===== config.mk =====
export PLATFORM = sky130hd
export DESIGN_NAME = stopwatch_counter
export DESIGN_NICKNAME = d
export VERILOG_FILES = /design/src/rtl/stopwatch_pkg.sv /design/src/rtl/bcd_digit.sv /design/src/rtl/stopwatch_counter.sv
export SDC_FILE = /design/constraint.sdc
export NUM_CORES = 1
export LEC_CHECK = 0
export BUFFER_PORTS_ARGS = -buffer_cell sky130_fd_sc_hd__buf_2
export CAP_MARGIN = 20
export CELL_PAD_IN_SITES_DETAIL_PLACEMENT = 2
export CELL_PAD_IN_SITES_GLOBAL_PLACEMENT = 2
export CORE_AREA = 5 5 88 90
export CTS_CLUSTER_DIAMETER = 100
export DETAILED_ROUTE_END_ITERATION = 10
export DIE_AREA = 0 0 93 95
export GPL_TIMING_DRIVEN = 0
export PLACE_DENSITY = 0.81
export SKIP_LAST_GASP = 1
export SLEW_MARGIN = 5
export SYNTH_ARGS = -nofsm -noshare
export SYNTH_HDL_FRONTEND = slang
export SYNTH_SLANG_ARGS = --single-unit

===== constraint.sdc =====
create_clock -name clk -period 4.01 [get_ports clk]
set_input_delay 0.2005 -clock clk [delete_from_list [all_inputs] [get_ports clk]]
set_output_delay 0.2005 -clock clk [all_outputs]
set_load 0.1 [all_outputs]

===== src/rtl/stopwatch_pkg.sv =====
// Shared types and constants for the mm:ss.cc stopwatch.
// Optional lap hold is enabled by defining STOPWATCH_LAP_EN.
package stopwatch_pkg;

  typedef logic [3:0] bcd_t;

  typedef enum logic [1:0] {
    IDLE  = 2'd0,
    RUN   = 2'd1,
    PAUSE = 2'd2
  } sw_state_t;

  localparam bcd_t DIGIT_MAX_UNITS = 4'd9;
  localparam bcd_t DIGIT_MAX_TENS  = 4'd5;

  typedef struct packed {
    bcd_t m_hi;
    bcd_t m_lo;
    bcd_t s_hi;
    bcd_t s_lo;
    bcd_t cs_hi;
    bcd_t cs_lo;
  } sw_time_t;

  // start_stop walks IDLE->RUN->PAUSE->RUN->...
  function automatic sw_state_t ss_next(
    input sw_state_t s
  );
    unique case (s)
      IDLE:    ss_next = RUN;
      RUN:     ss_next = PAUSE;
      PAUSE:   ss_next = RUN;
      default: ss_next = IDLE;
    endcase
  endfunction

endpackage


===== src/rtl/bcd_digit.sv =====
// One decimal digit with modulus MAX+1 and ripple carry out.
// Values above MAX (never expected) wrap to 0 on the next inc.
module bcd_digit
  import stopwatch_pkg::*;
#(
  parameter bcd_t MAX = DIGIT_MAX_UNITS
) (
  input  logic clk,
  input  logic rst_n,
  input  logic clr,
  input  logic inc,
  output bcd_t q,
  output logic carry
);

  bcd_t val;
  logic at_max;

  assign at_max = (val >= MAX);
  assign carry  = inc & at_max;
  assign q      = val;

  // Count on inc, wrap at MAX, clear wins over inc.
  always_ff @(posedge clk or negedge rst_n) begin
    if (!rst_n) begin
      val <= '0;
    end else if (clr) begin
      val <= '0;
    end else if (inc) begin
      val <= at_max ? bcd_t'(0) : val + 1'b1;
    end
  end

endmodule


===== src/rtl/stopwatch_counter.sv =====
// mm:ss.cc stopwatch with 1/100 s prescaler and BCD digit chain.
// Define STOPWATCH_LAP_EN to enable the lap (display hold) feature.
module stopwatch_counter
  import stopwatch_pkg::*;
#(
  parameter int CLK_PER_TICK = 100000
) (
  input  logic clk,
  input  logic rst_n,
  input  logic start_stop,
  input  logic clear,
  input  logic lap,
  output bcd_t cs_lo,
  output bcd_t cs_hi,
  output bcd_t s_lo,
  output bcd_t s_hi,
  output bcd_t m_lo,
  output bcd_t m_hi,
  output logic running,
  output logic overflow,
  output logic lap_active
);

  localparam int PW = $clog2(CLK_PER_TICK);
  localparam logic [PW-1:0] PRESC_LAST =
    PW'(CLK_PER_TICK - 1);

  sw_state_t      state;
  sw_state_t      state_d;
  logic [PW-1:0]  presc;
  logic           tick;
  logic           wrap;
  sw_time_t       live;
  sw_time_t       display;

  logic c_cs_lo;
  logic c_cs_hi;
  logic c_s_lo;
  logic c_s_hi;
  logic c_m_lo;

  // Next state: clear dominates, otherwise start_stop toggles.
  always_comb begin
    state_d = state;
    if (clear) begin
      state_d = IDLE;
    end else if (start_stop) begin
      state_d = ss_next(state);
    end
  end

  // State and registered running flag.
  always_ff @(posedge clk or negedge rst_n) begin
    if (!rst_n) begin
      state   <= IDLE;
      running <= 1'b0;
    end else begin
      state   <= state_d;
      running <= (state_d == RUN);
    end
  end

  assign tick = (state == RUN) && (presc == PRESC_LAST);

  // Prescaler advances only in RUN and holds in PAUSE.
  always_ff @(posedge clk or negedge rst_n) begin
    if (!rst_n) begin
      presc <= '0;
    end else if (clear) begin
      presc <= '0;
    end else if (state == RUN) begin
      presc <= tick ? '0 : presc + 1'b1;
    end
  end

  bcd_digit #(.MAX(DIGIT_MAX_UNITS)) u_cs_lo (
    .clk   (clk),
    .rst_n (rst_n),
    .clr   (clear),
    .inc   (tick),
    .q     (live.cs_lo),
    .carry (c_cs_lo)
  );

  bcd_digit #(.MAX(DIGIT_MAX_UNITS)) u_cs_hi (
    .clk   (clk),
    .rst_n (rst_n),
    .clr   (clear),
    .inc   (c_cs_lo),
    .q     (live.cs_hi),
    .carry (c_cs_hi)
  );

  bcd_digit #(.MAX(DIGIT_MAX_UNITS)) u_s_lo (
    .clk   (clk),
    .rst_n (rst_n),
    .clr   (clear),
    .inc   (c_cs_hi),
    .q     (live.s_lo),
    .carry (c_s_lo)
  );

  bcd_digit #(.MAX(DIGIT_MAX_TENS)) u_s_hi (
    .clk   (clk),
    .rst_n (rst_n),
    .clr   (clear),
    .inc   (c_s_lo),
    .q     (live.s_hi),
    .carry (c_s_hi)
  );

  bcd_digit #(.MAX(DIGIT_MAX_UNITS)) u_m_lo (
    .clk   (clk),
    .rst_n (rst_n),
    .clr   (clear),
    .inc   (c_s_hi),
    .q     (live.m_lo),
    .carry (c_m_lo)
  );

  bcd_digit #(.MAX(DIGIT_MAX_TENS)) u_m_hi (
    .clk   (clk),
    .rst_n (rst_n),
    .clr   (clear),
    .inc   (c_m_lo),
    .q     (live.m_hi),
    .carry (wrap)
  );

  // Overflow is sticky until clear or reset.
  always_ff @(posedge clk or negedge rst_n) begin
    if (!rst_n) begin
      overflow <= 1'b0;
    end else if (clear) begin
      overflow <= 1'b0;
    end else if (wrap) begin
      overflow <= 1'b1;
    end
  end

`ifdef STOPWATCH_LAP_EN
  logic     lap_q;
  sw_time_t snap;
  logic     lap_toggle;
  logic     lap_release;

  assign lap_toggle  = lap && !clear && (state == RUN);
  assign lap_release = lap && !clear && (state == PAUSE)
                       && lap_q;

  // Lap hold: snapshot the shown time when the hold starts.
  always_ff @(posedge clk or negedge rst_n) begin
    if (!rst_n) begin
      lap_q <= 1'b0;
      snap  <= '0;
    end else if (clear) begin
      lap_q <= 1'b0;
    end else if (lap_toggle) begin
      lap_q <= ~lap_q;
      if (!lap_q) begin
        snap <= live;
      end
    end else if (lap_release) begin
      lap_q <= 1'b0;
    end
  end

  assign lap_active = lap_q;
  assign display    = lap_q ? snap : live;
`else
  logic unused_lap;

  assign unused_lap = lap;
  assign lap_active = 1'b0;
  assign display    = live;
`endif

  assign cs_lo = display.cs_lo;
  assign cs_hi = display.cs_hi;
  assign s_lo  = display.s_lo;
  assign s_hi  = display.s_hi;
  assign m_lo  = display.m_lo;
  assign m_hi  = display.m_hi;

endmodule


== Yosys cells after proc, flatten, opt, wreduce, memory -nomap -nowiden ==
Cells that the tools add are included.

* Bits of input ports: 5
* Bits in registers: 45
* Output and inout port bits: 27
* Logic and storage cells: 70

* Reductions and logical operators: 11
* Eq/ne operators: 4
* Mux-type cells: 26
* Add/sub/neg operators: 7
* Magnitude comparators: 6
* Bitwise operators: 6

{| class="wikitable"
|+ Operators with widths
! cell !! number
|-
| 4-bit 2-to-1 mux || 18
|-
| 17-bit 2-to-1 mux || 3
|-
| 4-bit by 1-bit adder with 4-bit output, second input constant || 6
|-
| 17-bit by 1-bit adder with 17-bit output, second input constant || 1
|-
| 17-bit == test, second input constant || 1
|-
| 4-bit >= comparator, second input constant || 4
|-
| 2-bit nonzero test || 8
|-
| 4-bit by 3-bit >= comparator with 1-bit output, second input constant || 2
|-
| 1-bit AND || 6
|-
| 2-bit by 1-bit == test with 1-bit output, second input constant || 2
|-
| 2-bit 2-to-1 mux || 2
|-
| 2-bit one-hot mux with 2 select lines || 1
|-
| 2-bit == test, second input constant || 1
|-
| 2-bit logical NOT || 1
|-
| 1-bit 2-to-1 mux || 2
|-
| 2-bit OR reduction || 1
|-
| 1-bit logical AND || 1
|}

== Logic depth before layout (Yosys ltp) ==
* Depth after elaboration: 10
* Gate-level depth with buffers: 7
* Depth with buffers taken out: 7

== By module ==
A second synthesis with hierarchy kept.

* Cell total of the unflattened synthesis: 295
* Area total of the unflattened synthesis: 2,831.5 um^2

{| class="wikitable"
|+ Modules (own cells, without submodules)
! module !! seq. area each (um^2) !! instances !! cells an instance !! area each (um^2)
|-
| stopwatch_counter || 525.5 || 1 || 117 || 1,121.1
|-
| bcd_digit (u_cs_hi ...) || 100.1 || 3 || 30 || 296.5
|-
| bcd_digit (u_m_hi ...) || 100.1 || 2 || 29 || 265.3
|-
| bcd_digit (u_cs_lo) || 100.1 || 1 || 30 || 290.3
|}

== Worst setup path after synthesis ==
No wires, ideal clock.

* Path type: reg2reg
* Start: register u_cs_hi.val[0], in the netlist u_cs_hi.q[0]
* End: register u_m_hi.val[3], in the netlist u_m_hi.q[3]
* Period minus slack after synthesis: 2.700 ns
* Slack: 1.310 ns
* Library setup time: 0.078 ns
* Stages on the path, launching flop included: 8
* Data required time: 3.932 ns
* Arrival: 2.622 ns
* Path through: dfrtp_1 > inv_1 > ha_1 > or3b_2 > and4_4 > nand4_1 > or4_1 > a21oi_1

* Word-level cells in the longest chain between the ends: 6

{| class="wikitable"
|+ RTL lines
! what !! line !! source
|-
| start: declaration || bcd_digit.sv:16 || <nowiki>bcd_t val;</nowiki>
|-
| start signal: assignment || bcd_digit.sv:30 || <nowiki>val <= at_max ? bcd_t'(0) : val + 1'b1;</nowiki>
|-
| 4-bit >= comparator || bcd_digit.sv:19 || <nowiki>assign at_max = (val >= MAX);</nowiki>
|-
| 1-bit AND (4 in a row) || bcd_digit.sv:20 || <nowiki>assign carry = inc & at_max;</nowiki>
|-
| 2-bit nonzero test (no line) || - ||
|-
| end signal: assignment || bcd_digit.sv:30 ||
|-
| end: declaration || bcd_digit.sv:16 ||
|}

Every way passes these cells.
A chain may end at the register's enable or synchronous reset.

== Worst setup path after layout ==
Ends and elaborated chain as after synthesis.

==> metrics <==
Seq cells post-synth 45; Post-Place Cells ~400; chip width around 93 um; clock sinks 45; Post-Synthesis Cells 278; slowest CP cell or4_1; Final Slew Violations 0; first-pass GRT wire length 11600 um; vias in the first global route 2357; critical path peak fanout 6; Final setup viols 0; P per Cell Area 306 nW/um^2; die area 8840 um^2; I/O pin cnt 32; antenna violations before repair 0; CP Launch Type flip-flop; final clock skew ~0.0083 ns; Sequential Power Share between 40% and 50%; via count 2203; PortBufs 29; CTS tree yes; FILL cells 786; FP Rows 31; Post-Route WL 6930 um; post-DP HPWL just over 5000 um; Die Ht ~95 um; combined area of the multi-input logic cells about 1400 um^2; First-pass DRT Iterations 4; Data arrival, critical path 2.51 ns; WP data required roughly 4.2 ns; Seq/Total Area, Yosys 43.1%; CP top delay family simple AND/OR/NAND/NOR gates; Post-synth EDFFs 0; grt total ovfl 0; Final Cycle Share 56.8%; Root Buffer clkbuf_8; Post-layout nets 340; share of layout cells above drive strength 1 18.3%; RSZ-0062 raised after global routing false; dominant synthesized flop cell dfrtp_1; Num CTS Buffers 5; Yosys warning count 0; Buf/Inv on CP 1; Hold WC Path Type input pin to flip-flop; Worst-Margin Slew 0.671 ns; Setup Buffers After CTS 0; max_cap viols 0; Finished Layout Cells about 400; final worst setup slack between 1.5 and 2 ns; PostCTS Resize Cnt 0; hold buffers post-CTS 0; syn avg cell area about 9.4 um^2; Synth cell types 52; Hold Fails Final Rpt 0; Starting Density 37.4%; Total GRT Usage roughly 16%; largest net degree at the start of global routing 46; DP Area 2860 um^2; Pleak roughly 1.4 nW; worst-case clock buffer depth 2; diode count 0; Worst-path clk slew 0.09 ns; Post-synth ARST share 100%; Worst path max stage delay between 0.5 and 0.6 ns; fmax 439 MHz; FF+latch area ~1100 um^2; Setup CP Type flip-flop to flip-flop; ANT nets after route 0; Post-Syn Nets 302; total power slightly above 0.9 mW; status finished clean; H-tree depth 2; vias per cell 5.52; Layout area overhead 16.1%; Wirelength per Cell 17.4 um; VDD IR-drop max 0.120 mV; Initial DRC Count 32; cells along the critical path inv_1 > ha_1 > or3b_2 > and4_4 > nand4_1 > or4_1 > a21oi_1; Finished Cell Area roughly 3000 um^2; CP Capture Type flip-flop; core area 6980 um^2; clock share of power between 40 and 50%; Mapped Area 2610 um^2; Comb pwr share a little under 6%; P_sw between 0.2 and 0.25 mW; DRC errors left 0; Clk Latency, worst-skew pair 0.30 ns; Final min period between 2 and 2.5 ns; GP Congestion 0.738; switch share 22.4%; Int Power 0.719 mW; pre-CTS WS about 1.7 ns; Setup TNS 0 ns; Slew HR between 50 and 60%
-- worst paths after layout --
path                                                 end  cells past startpoint  slack (ns)                startpoint
worst max-delay path             u_m_hi.q[3]$_DFFE_PN0P_                      7        1.73  u_cs_hi.q[0]$_DFFE_PN0P_
worst min-delay path                  state[0]$_DFF_PN0_                      3        0.22                start_stop
worst max register to register   u_m_hi.q[3]$_DFFE_PN0P_                      7        1.73  u_cs_hi.q[0]$_DFFE_PN0P_
worst min register to register      overflow$_DFFE_PN0P_                      2        0.52      overflow$_DFFE_PN0P_
max in group asynchronous       u_cs_lo.q[1]$_DFFE_PN0P_                      3        3.03                     rst_n
min in group asynchronous        u_s_lo.q[0]$_DFFE_PN0P_                      2        0.45                     rst_n
-- layout make-up --
class | instances | share of cell area (%)
Sequential cell | 45 | 37.2
Clock buffer | 5 | 2.27
Buffer | 6 | 1.40
Clock inverter | 3 | 2.15
Tap cell | 82 | 3.39
Multi-Input combinational cell | 209 | 45.4
Inverter | 18 | 2.23
Timing Repair Buffer | 31 | 6.03
-- power by group through the flow --
stage	sequential [mW]	clock [mW]	combinational (mW)
3_3_place_gp	0.470	0	0.0514
2_1_floorplan	0.478	0	0.0236
6_report	0.461	0.412	0.0547
5_1_grt	0.462	0.448	0.0607
4_1_cts	0.461	0.427	0.0524
3_5_place_dp	0.470	0	0.0525
-- placed cells by master, fill, tap and decap left out, drive strengths merged, types with 3 or more instances in the layout --
| cell | synthesis | layout |
|---|---|---|
| a21oi | 21 | 21 |
| and2 | 3 | 3 |
| and4 | 4 | 4 |
| buf | 4 | 34 |
| clkbuf | 2 | 7 |
| dfrtp | 45 | 45 |
| ha | 19 | 19 |
| inv | 18 | 18 |
| mux2i | 3 | 3 |
| nand2 | 25 | 25 |
| nand2b | 3 | 3 |
| nand3 | 17 | 17 |
| nand4 | 10 | 10 |
| nor2 | 34 | 34 |
| nor3 | 6 | 6 |
| o21ai | 8 | 8 |
| or3 | 6 | 6 |
| xnor2 | 9 | 9 |
| xor2 | 6 | 6 |
-- logic make-up (layout without fill, tap and decap cells) --
| family | count (synthesis) | count (layout) | share of synthesized area [%] |
|---|---|---|---|
| AO/OA/AOI/OAI | 47 | 47 | 11.4 |
| XOR/XNOR | 15 | 15 | 5.03 |
| adder cells (fa/ha/maj) | 19 | 19 | 9.11 |
| buffers and inverters | 24 | 63 | 4.22 |
| flip-flops | 45 | 45 | 43.1 |
| multiplexers | 3 | 3 | 1.15 |
| other | 1 | 1 | 0.144 |
| AND/OR/NAND/NOR | 124 | 124 | 25.8 |
-- metrics by stage --
step                hold slack [ns]  utilization, %
floorplan                   -0.0951               -
global placement              0.460            40.9
detailed placement            0.453            40.9
CTS                           0.120            42.8
global route                  0.237            43.4
finish                        0.217            43.4
-- routing by layer --
| layer | vias up | GRT usage (%) | part of all wire, % |
|---|---|---|---|
| li1 | 1050 | - | - |
| met3 | 4 | 2.71 | 2.4 |
| met4 | 0 | 3.05 | 0.49 |
| met2 | 19 | 30.8 | 53 |
| met1 | 1130 | 19.6 | 44 |
| met5 | - | 0 | 0 |
-- worst min-delay path, delay by kind of cell --
family / cells / cell delay, ns
buffers and inverters: 1 / 0.11
AND/OR/NAND/NOR: 1 / 0.09
XOR/XNOR: 1 / 0.09
-- flip-flops by register name (all words and copies together) (netlist names) --
name       cells
running        1
u_cs_lo.q      4
u_cs_hi.q      4
overflow       1
u_m_lo.q       4
u_s_hi.q       4
u_m_hi.q       4
u_s_lo.q       4
state          2
presc         17
-- synth_stat cells (all sizes together) (3+ instances only) --
| cell type | n | area, um^2 |
|---|---|---|
| nand3 | 17 | 85.1 |
| ha | 19 | 238 |
| a21oi | 21 | 105 |
| xor2 | 6 | 52.6 |
| and4 | 4 | 41.3 |
| mux2i | 3 | 30.0 |
| and2 | 3 | 20.0 |
| o21ai | 8 | 40.0 |
| nor3 | 6 | 30.0 |
| inv | 18 | 67.6 |
| buf | 4 | 35.0 |
| nand4 | 10 | 77.6 |
| nand2b | 3 | 18.8 |
| dfrtp | 45 | 1130 |
| nor2 | 34 | 128 |
| nand2 | 25 | 93.8 |
| or3 | 6 | 41.3 |
| xnor2 | 9 | 78.8 |
Note: power is estimated with default switching activity, not from simulation.
